`src/rtl/spi_pkg.sv`:
```
// Shared SPI definitions: FSM state encoding, default frame width and the
// mode decode that tells which SCLK edge carries sampled data.
package spi_pkg;

    localparam int SPI_DATA_W = 8;

    typedef enum logic [1:0] {
        IDLE  = 2'd0,
        LOAD  = 2'd1,
        SHIFT = 2'd2,
        DONE  = 2'd3
    } spi_state_e;

    // Data is sampled on the rising SCLK edge in modes 0 and 3, and on the
    // falling edge in modes 1 and 2; the opposite edge is the shift edge.
    function automatic logic spi_sample_on_rise(input logic cpol, input logic cpha);
        return (cpol == cpha);
    endfunction

endpackage

```
`src/rtl/spi_sync_edge.sv`:
```
// Synchronizer for one asynchronous pin plus a registered edge detector.
// The level and edge pulses come out of the same register stage, so a
// pulse and the level beside it describe the same moment on the pin.
module spi_sync_edge #(
    parameter int   STAGES  = 2,
    parameter logic RST_VAL = 1'b0
) (
    input  logic i_clk,
    input  logic i_rst_n,
    input  logic i_async,
    output logic o_level,
    output logic o_rise,
    output logic o_fall
);

    logic [STAGES-1:0] r_sync;
    logic              r_prev;
    logic              r_rise;
    logic              r_fall;
    logic              w_sync_out;

    assign w_sync_out = r_sync[STAGES-1];

    // Metastability chain followed by the edge-detect register
    always_ff @(posedge i_clk or negedge i_rst_n) begin
        if (!i_rst_n) begin
            r_sync <= {STAGES{RST_VAL}};
            r_prev <= RST_VAL;
            r_rise <= 1'b0;
            r_fall <= 1'b0;
        end else begin
            r_sync[0] <= i_async;
            for (int i = 1; i < STAGES; i++) begin
                r_sync[i] <= r_sync[i-1];
            end
            r_prev <= w_sync_out;
            r_rise <= w_sync_out & ~r_prev;
            r_fall <= ~w_sync_out & r_prev;
        end
    end

    assign o_level = r_prev;
    assign o_rise  = r_rise;
    assign o_fall  = r_fall;

endmodule

```
`src/rtl/spi_slave_shifter.sv`:
```
// SPI peripheral-side shift engine. Pins are oversampled in the PCLK
// domain; frames are assembled into rx_data_o and a preloaded TX byte is
// serialized onto MISO honouring CPOL/CPHA and bit order.
module spi_slave_shifter
    import spi_pkg::*;
#(
    parameter int DATA_W      = SPI_DATA_W,
    parameter int SYNC_STAGES = 2
) (
    input  logic              PCLK,
    input  logic              PRESET_n,
    input  logic              sclk_i,
    input  logic              ss_i,
    input  logic              mosi_i,
    input  logic              cpol_i,
    input  logic              cpha_i,
    input  logic              lsbfe_i,
    input  logic [DATA_W-1:0] tx_data_i,
    input  logic              tx_load_i,
    input  logic              rx_read_i,
    output logic              miso_o,
    output logic              miso_oe_o,
    output logic [DATA_W-1:0] rx_data_o,
    output logic              rx_valid_o,
    output logic              rx_full_o,
    output logic              tx_ready_o,
    output logic              overrun_o,
    output logic              busy_o
);

    localparam int CNT_W = $clog2(DATA_W) + 1;

    // Bit that goes out first for the current bit order
    function automatic logic first_bit(input logic [DATA_W-1:0] w, input logic lsb);
        return lsb ? w[0] : w[DATA_W-1];
    endfunction

    // Word with the outgoing bit removed
    function automatic logic [DATA_W-1:0] next_word(input logic [DATA_W-1:0] w, input logic lsb);
        return lsb ? (w >> 1) : (w << 1);
    endfunction

    // Synchronized pin views
    logic w_sclk_lvl, w_sclk_rise, w_sclk_fall;
    logic w_ss_lvl,   w_ss_rise,   w_ss_fall;
    logic w_mosi_lvl, w_mosi_rise, w_mosi_fall;

    spi_sync_edge #(.STAGES(SYNC_STAGES), .RST_VAL(1'b0)) u_sync_sclk (
        .i_clk   (PCLK),
        .i_rst_n (PRESET_n),
        .i_async (sclk_i),
        .o_level (w_sclk_lvl),
        .o_rise  (w_sclk_rise),
        .o_fall  (w_sclk_fall)
    );

    spi_sync_edge #(.STAGES(SYNC_STAGES), .RST_VAL(1'b1)) u_sync_ss (
        .i_clk   (PCLK),
        .i_rst_n (PRESET_n),
        .i_async (ss_i),
        .o_level (w_ss_lvl),
        .o_rise  (w_ss_rise),
        .o_fall  (w_ss_fall)
    );

    spi_sync_edge #(.STAGES(SYNC_STAGES), .RST_VAL(1'b0)) u_sync_mosi (
        .i_clk   (PCLK),
        .i_rst_n (PRESET_n),
        .i_async (mosi_i),
        .o_level (w_mosi_lvl),
        .o_rise  (w_mosi_rise),
        .o_fall  (w_mosi_fall)
    );

    // Only the SCLK edges and the MOSI level matter to the engine
    logic w_unused;
    assign w_unused = &{1'b0, w_sclk_lvl, w_mosi_rise, w_mosi_fall};

    // Engine state
    spi_state_e        r_state;
    logic [CNT_W-1:0]  r_cnt;
    logic [DATA_W-1:0] r_rx_sh;
    logic [DATA_W-1:0] r_tx_sh;
    logic [DATA_W-1:0] r_tx_hold;
    logic              r_tx_ready;
    logic              r_cpol, r_cpha, r_lsbfe;
    logic              r_miso;
    logic [DATA_W-1:0] r_rx_data;
    logic              r_rx_valid;
    logic              r_rx_full;
    logic              r_overrun;

    logic              w_samp_rise;
    logic              w_sample;
    logic              w_shift;
    logic              w_abort;
    logic              w_tx_accept;
    logic [DATA_W-1:0] w_tx_word;
    logic [DATA_W-1:0] w_rx_next;

    assign w_samp_rise = spi_sample_on_rise(r_cpol, r_cpha);
    assign w_sample    = w_samp_rise ? w_sclk_rise : w_sclk_fall;
    assign w_shift     = w_samp_rise ? w_sclk_fall : w_sclk_rise;
    assign w_abort     = w_ss_rise && (r_state != IDLE);
    assign w_tx_accept = tx_load_i && r_tx_ready;

    // A load landing in the LOAD cycle itself is used for this frame;
    // an empty holding register transmits all zeros.
    assign w_tx_word = w_tx_accept ? tx_data_i :
                       (r_tx_ready ? '0 : r_tx_hold);

    assign w_rx_next = r_lsbfe ? {w_mosi_lvl, r_rx_sh[DATA_W-1:1]}
                               : {r_rx_sh[DATA_W-2:0], w_mosi_lvl};

    // Frame FSM with RX/TX shift registers and the MISO output flop
    always_ff @(posedge PCLK or negedge PRESET_n) begin
        if (!PRESET_n) begin
            r_state <= IDLE;
            r_cnt   <= '0;
            r_rx_sh <= '0;
            r_tx_sh <= '0;
            r_cpol  <= 1'b0;
            r_cpha  <= 1'b0;
            r_lsbfe <= 1'b0;
            r_miso  <= 1'b0;
        end else if (w_abort) begin
            r_state <= IDLE;
            r_cnt   <= '0;
        end else begin
            case (r_state)
                IDLE: begin
                    if (w_ss_fall) r_state <= LOAD;
                end
                LOAD: begin
                    r_cpol  <= cpol_i;
                    r_cpha  <= cpha_i;
                    r_lsbfe <= lsbfe_i;
                    r_cnt   <= '0;
                    r_rx_sh <= '0;
                    // CPHA=0 puts the first bit out now; CPHA=1 waits for
                    // the first SCLK edge.
                    if (!cpha_i) begin
                        r_miso  <= first_bit(w_tx_word, lsbfe_i);
                        r_tx_sh <= next_word(w_tx_word, lsbfe_i);
                    end else begin
                        r_tx_sh <= w_tx_word;
                    end
                    r_state <= SHIFT;
                end
                SHIFT: begin
                    if (w_sample) begin
                        r_rx_sh <= w_rx_next;
                        r_cnt   <= r_cnt + 1'b1;
                        if (r_cnt == CNT_W'(DATA_W - 1)) r_state <= DONE;
                    end
                    // With CPHA=0 a shift edge before the first sample is the
                    // tail of the previous frame; the first bit is already out.
                    if (w_shift && (r_cpha || (r_cnt != '0))) begin
                        r_miso  <= first_bit(r_tx_sh, r_lsbfe);
                        r_tx_sh <= next_word(r_tx_sh, r_lsbfe);
                    end
                end
                DONE: begin
                    r_state <= w_ss_lvl ? IDLE : LOAD;
                end
                default: r_state <= IDLE;
            endcase
        end
    end

    // TX holding register: filled by the register block, drained at LOAD
    always_ff @(posedge PCLK or negedge PRESET_n) begin
        if (!PRESET_n) begin
            r_tx_hold  <= '0;
            r_tx_ready <= 1'b1;
        end else if (r_state == LOAD) begin
            r_tx_ready <= 1'b1;
        end else if (w_tx_accept) begin
            r_tx_hold  <= tx_data_i;
            r_tx_ready <= 1'b0;
        end
    end

    // RX status: publish frame at DONE; a coincident read loses to the new frame
    always_ff @(posedge PCLK or negedge PRESET_n) begin
        if (!PRESET_n) begin
            r_rx_data  <= '0;
            r_rx_valid <= 1'b0;
            r_rx_full  <= 1'b0;
            r_overrun  <= 1'b0;
        end else begin
            r_rx_valid <= 1'b0;
            if ((r_state == DONE) && !w_abort) begin
                r_rx_data  <= r_rx_sh;
                r_rx_valid <= 1'b1;
                r_rx_full  <= 1'b1;
                if (r_rx_full && !rx_read_i) r_overrun <= 1'b1;
            end else if (rx_read_i) begin
                r_rx_full <= 1'b0;
            end
        end
    end

    assign miso_o     = r_miso;
    assign miso_oe_o  = ~w_ss_lvl;
    assign rx_data_o  = r_rx_data;
    assign rx_valid_o = r_rx_valid;
    assign rx_full_o  = r_rx_full;
    assign tx_ready_o = r_tx_ready;
    assign overrun_o  = r_overrun;
    assign busy_o     = (r_state != IDLE);

endmodule
```
`config.mk`:
```
export PLATFORM = sky130hd
export DESIGN_NAME = spi_slave_shifter
export DESIGN_NICKNAME = d
export VERILOG_FILES = /design/src/rtl/spi_pkg.sv /design/src/rtl/spi_sync_edge.sv /design/src/rtl/spi_slave_shifter.sv
export SDC_FILE = /design/constraint.sdc
export NUM_CORES = 1
export LEC_CHECK = 0
export ABC_AREA = 1
export BUFFER_PORTS_ARGS = -buffer_cell sky130_fd_sc_hd__buf_4
export CELL_PAD_IN_SITES_DETAIL_PLACEMENT = 0
export CELL_PAD_IN_SITES_GLOBAL_PLACEMENT = 1
export CORE_UTILIZATION = 35
export CTS_CLUSTER_DIAMETER = 30
export CTS_CLUSTER_SIZE = 8
export DETAILED_ROUTE_END_ITERATION = 8
export GPL_TIMING_DRIVEN = 0
export PLACE_DENSITY = 0.62
export SLEW_MARGIN = 20
export SYNTH_ARGS = -nofsm -noshare
export SYNTH_HDL_FRONTEND = slang
export SYNTH_SLANG_ARGS = --single-unit
```
`constraint.sdc`:
```
create_clock -name PCLK -period 2.85 [get_ports PCLK]
set_input_delay 0.285 -clock PCLK [delete_from_list [all_inputs] [get_ports PCLK]]
set_output_delay 0.285 -clock PCLK [all_outputs]
set_load 0.1 [all_outputs]
```
==> metrics.txt, run 1 <==
CTS tree=done; crit end category=output port; Fin Hold WS=0.0185 ns; WL/cell=13.3 um; Post-synth EDFFs=0; pre-CTS WS=~1.2 ns; area delta synth->final=18.5%; outcome=complete, no violations; CP max stage cell=dfrtp_1; largest net degree at the start of global routing=60; setup TNS=0 ns; pins over their slew limit=0; clock sink total=59; r2r setup slk=1.21 ns; Finished Cell Area=~0.0036 mm2; GR Overflow Total=0; Largest stage delay, worst path=0.45 ns; worst hold path class=input pin to async pin; switch share=47.3%; IO buf count=31; proportion of layout cells with a drive suffix above 1=approximately a quarter; Clk pwr share=18.9%; Synth Cell Area=0.00301 mm2; Levels on crit path=4; final setup fails=0; VDD IR max=about 530 uV; DRT iter0 DRCs=64; setup ws final=around 1.1 ns; Chip Height=about 95 um; boundary pin count=33; R2R Path Start=r_state[0]; Setup Skew=0.00373 ns; pwr dens=approximately 1100 mW/mm2; Slew @ Worst Pin=roughly 0.75 ns; register share of total power=just over 30%; register area share after synthesis=49.2%; Post-CTS Resized=0; Die W=94.7 um; initial antenna violation count=0; vias=2353; commonest cells after routing, fill and taps aside=113 x nand2_1, 55 x dfrtp_1, 32 x buf_4; Final period util=just over 60%; Antenna Nets Post-Route=0; Skew-Pair Late Insertion Delay=0.33 ns; area of the multi-input gates=between 0.001 and 0.0015 mm2; RSZ-0062 raised after global routing=no; fillers=837; critical-path cell list=inv_1 > ha_1 > inv_2 > buf_4; initial core utilization=36.4%; Num CTS Buffers=9; Pleak=1.77 nW; Post-Synthesis Cells=approximately 340; final weighted congestion in routability-driven placement=0.732; Main synth FF type=dfrtp_1; Longest Clk Path Bufs=2; Ant. Diodes=0; Mean Syn Cell Area=8.88 um2; count of final hold-check violations=0; Post-CTS Setup Bufs=0; Via-to-Cell Ratio=4.79; Comb power frac=50.2%; row cnt=33; die area=0.00897 mm2; Seq cells post-synth=59; Reg area=0.00148 mm2; post-DP HPWL=between 4000 and 5000 um; WP data arrival=1.49 ns; root buffer cell=clkbuf_8; Int Pwr=0.00210 W; global-route wire length before repair=between 10000 and 15000 um; drc violations=0; GRT Total Usage=between 15 and 20%; Post-Route WL=6530 um; clock-pin transition on the worst setup and hold timing paths=roughly 0.070 ns; vias in the first global route=about 2300; crit path launch type=flip-flop; kind of critical path=flip-flop to output port; Max Freq=564 MHz; H-tree Lvls=3; worst r2r dst=miso_o; Max Cap Viol=0; slew margin rel.=49.7%; total placed instance area=0.00337 mm2; CTS hold repair buffers=0; Post-Syn Nets=364; Finished Core Util=43.2%; Worst Path Buf+Inv=3; commonest non-fill, non-tap cell in the layout=nand2_1; synth unique cells=36; # nets final=406; Final Critical Period=1.77 ns; Core ar.=0.00826 mm2; ys async rst share=100%; r2r worst-path depth=9; Worst Path Max Fanout=6; drt pass-1 iters=4; Ys Warns=0; Switching Power=~0.0019 W; Worst EP required=between 2 and 3 ns; largest delay contributor family on the critical path=buffers and inverters
## how the worst max path moves through the flow
stage,start,end,slack [ns]
4_1_cts,r_state[1],busy_o,1.06
3_3_place_gp,r_state[1],r_rx_sh[2],1.20
5_1_grt,r_state[1],busy_o,0.98
2_1_floorplan,r_state[1],r_rx_sh[3],1.00
6_report,r_state[1],busy_o,1.08
3_5_place_dp,r_state[1],r_rx_sh[2],1.21
## sequential cells by signal (all words and copies together), names as in the netlist, 2 cells and up
register            cells
r_rx_sh                 8
rx_data_o               8
u_sync_sclk.r_sync      2
r_tx_hold               8
r_cnt                   4
r_tx_sh                 8
u_sync_mosi.r_sync      2
r_state                 2
u_sync_ss.r_sync        2
## routing by layer
metal / global-route usage [%] / wire length [um]
met1: 22.0 / 3350
met2: 25.2 / 2840
met3: 2.74 / 221
met4: 7.58 / 119
met5: 0 / 0
## synth_stat cells, types with 2 or more instances
cell	n	area share, %
buf_6	2	0.75
nand2_2	6	1.2
dfstp_2	4	3.5
mux2_2	9	3.4
o21ai_2	10	2.9
o21ai_0	10	1.7
nand2_4	2	0.75
inv_4	5	1.0
o21ai_1	4	0.67
o22ai_1	7	1.5
inv_1	25	3.1
nand3_1	28	4.7
nor2_1	10	1.2
buf_2	3	0.50
a22oi_1	7	1.7
ha_1	7	2.9
inv_2	4	0.50
nand3_2	4	1.3
a21boi_1	2	0.50
nor2_8	2	1.3
a21oi_1	2	0.33
nand2_1	113	14
dfrtp_1	55	46
nand4_1	6	1.2
## worst reg2reg max path: cells and delay by family (launching register included)
kind | cells | cell delay, ns
flip-flops | 1 | 0.45
AO/OA/AOI/OAI | 1 | 0.19
AND/OR/NAND/NOR | 4 | 0.33
adder cells (fa/ha/maj) | 1 | 0.24
buffers and inverters | 3 | 0.32
## cell families after synthesis
logic type	after synthesis	synth area share, %
AO/OA/AOI/OAI	46	10.4
XOR/XNOR	1	0.291
adder cells (fa/ha/maj)	7	2.91
buffers and inverters	43	7.23
flip-flops	59	49.2
multiplexers	9	3.37
AND/OR/NAND/NOR	174	26.6
## power by group through the flow
stage	sequential (W)	combinational, W	clock [W]
finish	0.00123	0.00200	0.000754
global route	0.00126	0.00222	0.000816
CTS	0.00123	0.00202	0.000786
detailed placement	0.00124	0.00202	0
global placement	0.00124	0.00201	0
floorplan	0.00154	0.00127	0
## final cells by class
class / count / share of cell area (%)
Clock buffer: 10 / 3.58
Timing Repair Buffer: 31 / 6.52
Tap cell: 105 / 3.68
Sequential cell: 59 / 41.5
Clock inverter: 6 / 1.86
Inverter: 35 / 4.17
Buffer: 8 / 1.93
Multi-Input combinational cell: 237 / 36.7
## per-stage QoR
step | power [W] | cells
after floorplan | 0.00281 | 339
after global placement | 0.00325 | 475
after detailed placement | 0.00327 | 475
after CTS | 0.00404 | 491
after global routing | 0.00429 | 491
final | 0.00398 | 491
(Power assumes the default switching activity.)
==> inputs of run 2 (changes only) <==
--- a/config.mk
+++ b/config.mk
@@ -5,7 +5,7 @@
 export SDC_FILE = /design/constraint.sdc
 export NUM_CORES = 1
 export LEC_CHECK = 0
-export ABC_AREA = 1
+export ABC_AREA = 0
 export BUFFER_PORTS_ARGS = -buffer_cell sky130_fd_sc_hd__buf_4
 export CELL_PAD_IN_SITES_DETAIL_PLACEMENT = 0
 export CELL_PAD_IN_SITES_GLOBAL_PLACEMENT = 1
==> constraint.sdc (replaced) <==
create_clock -name PCLK -period 1.4 [get_ports PCLK]
set_input_delay 0.14 -clock PCLK [delete_from_list [all_inputs] [get_ports PCLK]]
set_output_delay 0.14 -clock PCLK [all_outputs]
set_load 0.1 [all_outputs]
==> metrics.txt, run 2 <==
outcome=finished with violations; failing checks=setup timing; Slew @ Worst Pin=approximately 0.76 ns; top cell type by total area after synthesis=dfrtp_1; Largest stage delay, worst path=0.45 ns; Longest Clk Path Bufs=2; Hold Path Depth=2; VDD IR max=1530 uV; hold path endpoint=r_cpol; setup ws final=-0.351 ns; Max Freq=571 MHz; Setup Skew=0.0109 ns; Pleak=between 2 and 2.5 nW; Post-synth top cells=55 x dfrtp_1, 21 x mux2_2, 20 x inv_1; crit path launch type=flip-flop; clock sink total=59; Mean Syn Cell Area=approximately 12 um2; Post-Syn Nets=roughly 270; final setup fails=46; Ys Warns=0; Worst Hold Launch=cpol_i; Post-Synthesis Cells=248; Final Critical Period=1.75 ns; proportion of layout cells with a drive suffix above 1=between 50% and 60%; area delta synth->final=54.1%; crit end category=flip-flop; Via-to-Cell Ratio=around 5; Worst EP required=1.62 ns; clock-pin transition on the worst setup and hold timing paths=0.07 ns; GRT Total Usage=~17%; initial core utilization=between 30% and 40%; Num CTS Buffers=9; fillers=approximately 670; Core ar.=0.00781 mm2; largest net degree at the start of global routing=60; synth unique cells=41; Post-Route WL=6860 um; Seq cells post-synth=59; Chip Height=92.5 um; slew margin rel.=49.2%; kind of critical path=flip-flop to flip-flop; pre-CTS WS=-0.455 ns; Ant. Diodes=0; Synth area leaders=dfrtp_1 48%, mux2_2 8.3%, mux2i_1 5.6%, dfstp_2 3.7%, mux2_4 3.7%; commonest non-fill, non-tap cell in the layout=buf_4; row cnt=32; R2R Path Start=r_cnt[0]; drc violations=0; critical-path cell list=inv_2 > ha_4 > or4b_4 > nand3_2 > o22ai_2 > buf_6 > mux2_4; ys async rst share=100%; global-route wire length before repair=10900 um; worst r2r dst=r_tx_sh[1]; Antenna Nets Post-Route=0; Worst Path Max Fanout=7; Final period util=125%; Max Cap Viol=0; Post-synth EDFFs=0; Die W=92.5 um; die area=0.00855 mm2; boundary pin count=33; setup TNS=-9.96 ns; initial antenna violation count=0; worst hold path class=input pin to flip-flop; root buffer cell=clkbuf_8; WP data arrival=1.98 ns; pwr dens=2500 mW/mm2; Main synth FF type=dfrtp_1; r2r worst-path depth=7; commonest cells after routing, fill and taps aside=55 x buf_4, 54 x dfrtp_1, 26 x mux2_4; IO buf count=31; Skew-Pair Late Insertion Delay=roughly 0.34 ns; register area share after synthesis=about 52%; count leader, synth=dfrtp_1; r2r setup slk=-0.35 ns; CTS tree=done; count of final hold-check violations=0; vias=2214; drt pass-1 iters=4; WL/cell=15.5 um; RSZ-0062 raised after global routing=yes; pins over their slew limit=0; H-tree Lvls=3; # nets final=360; CP max stage cell=or4b_4; final weighted congestion in routability-driven placement=0.771; vias in the first global route=2214; DRT iter0 DRCs=57; Synth Cell Area=0.00286 mm2; GR Overflow Total=0; post-DP HPWL=approximately 4100 um; post-synth top area share=roughly half
==> run 2: cell count changes in the layout (fill, tap and decap cells not counted), sizes merged, moves of 14 or more <==
cell   change
mux2      +20
mux2i     +16
o21ai     -14
buf       +41
nand2    -102
nand3     -23
inv       -15
==> run 2: worst max-delay path, delay by kind of cell, from the launching register on <==
family          cells  cell delay (ns)
buf+inv             2             0.24
mux                 1             0.29
fa+ha+maj           1             0.11
compound gates      1             0.07
simple gates        2             0.54
flops               1             0.39
==> run 2: worst max-delay path by stage <==
stage	start	to	slack (ns)	cells past startpoint
finish	r_cnt[0]	r_tx_sh[1]	-0.35	7
global placement	r_state[0]	r_tx_sh[6]	-0.45	8
floorplan	tx_ready_o	r_tx_sh[5]	-0.38	6
global route	r_cnt[1]	r_tx_sh[4]	-0.40	7
detailed placement	r_state[0]	r_tx_sh[6]	-0.45	8
CTS	r_cnt[0]	r_tx_sh[6]	-0.34	7
==> run 2: repair_timing <==
action / CTS / global route
hold buffers: 4 / 0
resized for setup: 35 / 54
endpoints found under the setup margin: 46 / 47
cloned: 3 / 0
pin swaps: 7 / 15
buffers inserted: 20 / 22
hold endpoints to repair: 58 / 0
==> run 2: per-stage QoR <==
step                      total power, W  instance area, um2  instances  utilization (%)  hold WS, ns
final                             0.0110                4410        441             56.5       0.0455
after global routing              0.0117                4410        441             56.5       0.0266
after CTS                         0.0100                4060        423             52.0       0.0282
after detailed placement         0.00729                3450        381             44.2        0.249
after global placement           0.00725                3450        381             44.2        0.249
after floorplan                  0.00639                3090        248                -       -0.156
==> run 2: layer usage <==
metal  wire, um  vias to the layer above  GRT usage, %
met2       3440                       33          26.5
li1           -                     1070             -
met1       3130                     1104          21.9
met3        211                        7          5.17
met5          0                        -             0
met4         73                        0          5.47
==> run 2: kinds of logic (layout without fill, tap and decap cells) <==
group | Yosys count | after routing | synth area share, %
muxes | 44 | 45 | 17.5
and+or+nand+nor | 53 | 53 | 9.39
adders and majority gates | 7 | 7 | 3.06
xor gates and xnor gates | 1 | 1 | 0.306
DFF | 59 | 59 | 51.7
AOI/OAI and AO/OA | 53 | 53 | 13.4
buffers and inverters | 31 | 121 | 4.59
==> run 2: cell type report <==
type	count	area, um2	area share [%]
repair buffers	76	688	15.6
multi-input cells	159	1690	38.3
inverters	20	87.6	1.98
plain buffers	10	119	2.69
clock inverters	5	77.6	1.76
clock buffers	10	138	3.12
flip-flops and latches	59	1490	33.7
well taps	102	128	2.89
==> run 2: power by group <==
group	switching (W)	leakage, nW	internal [W]	total, W
Sequential	0.000375	0.740	0.00221	0.00259
Clock	0.000687	0.108	0.00103	0.00172
Combinational	0.00336	1.23	0.00337	0.00673
Total	0.00442	2.08	0.00661	0.0110
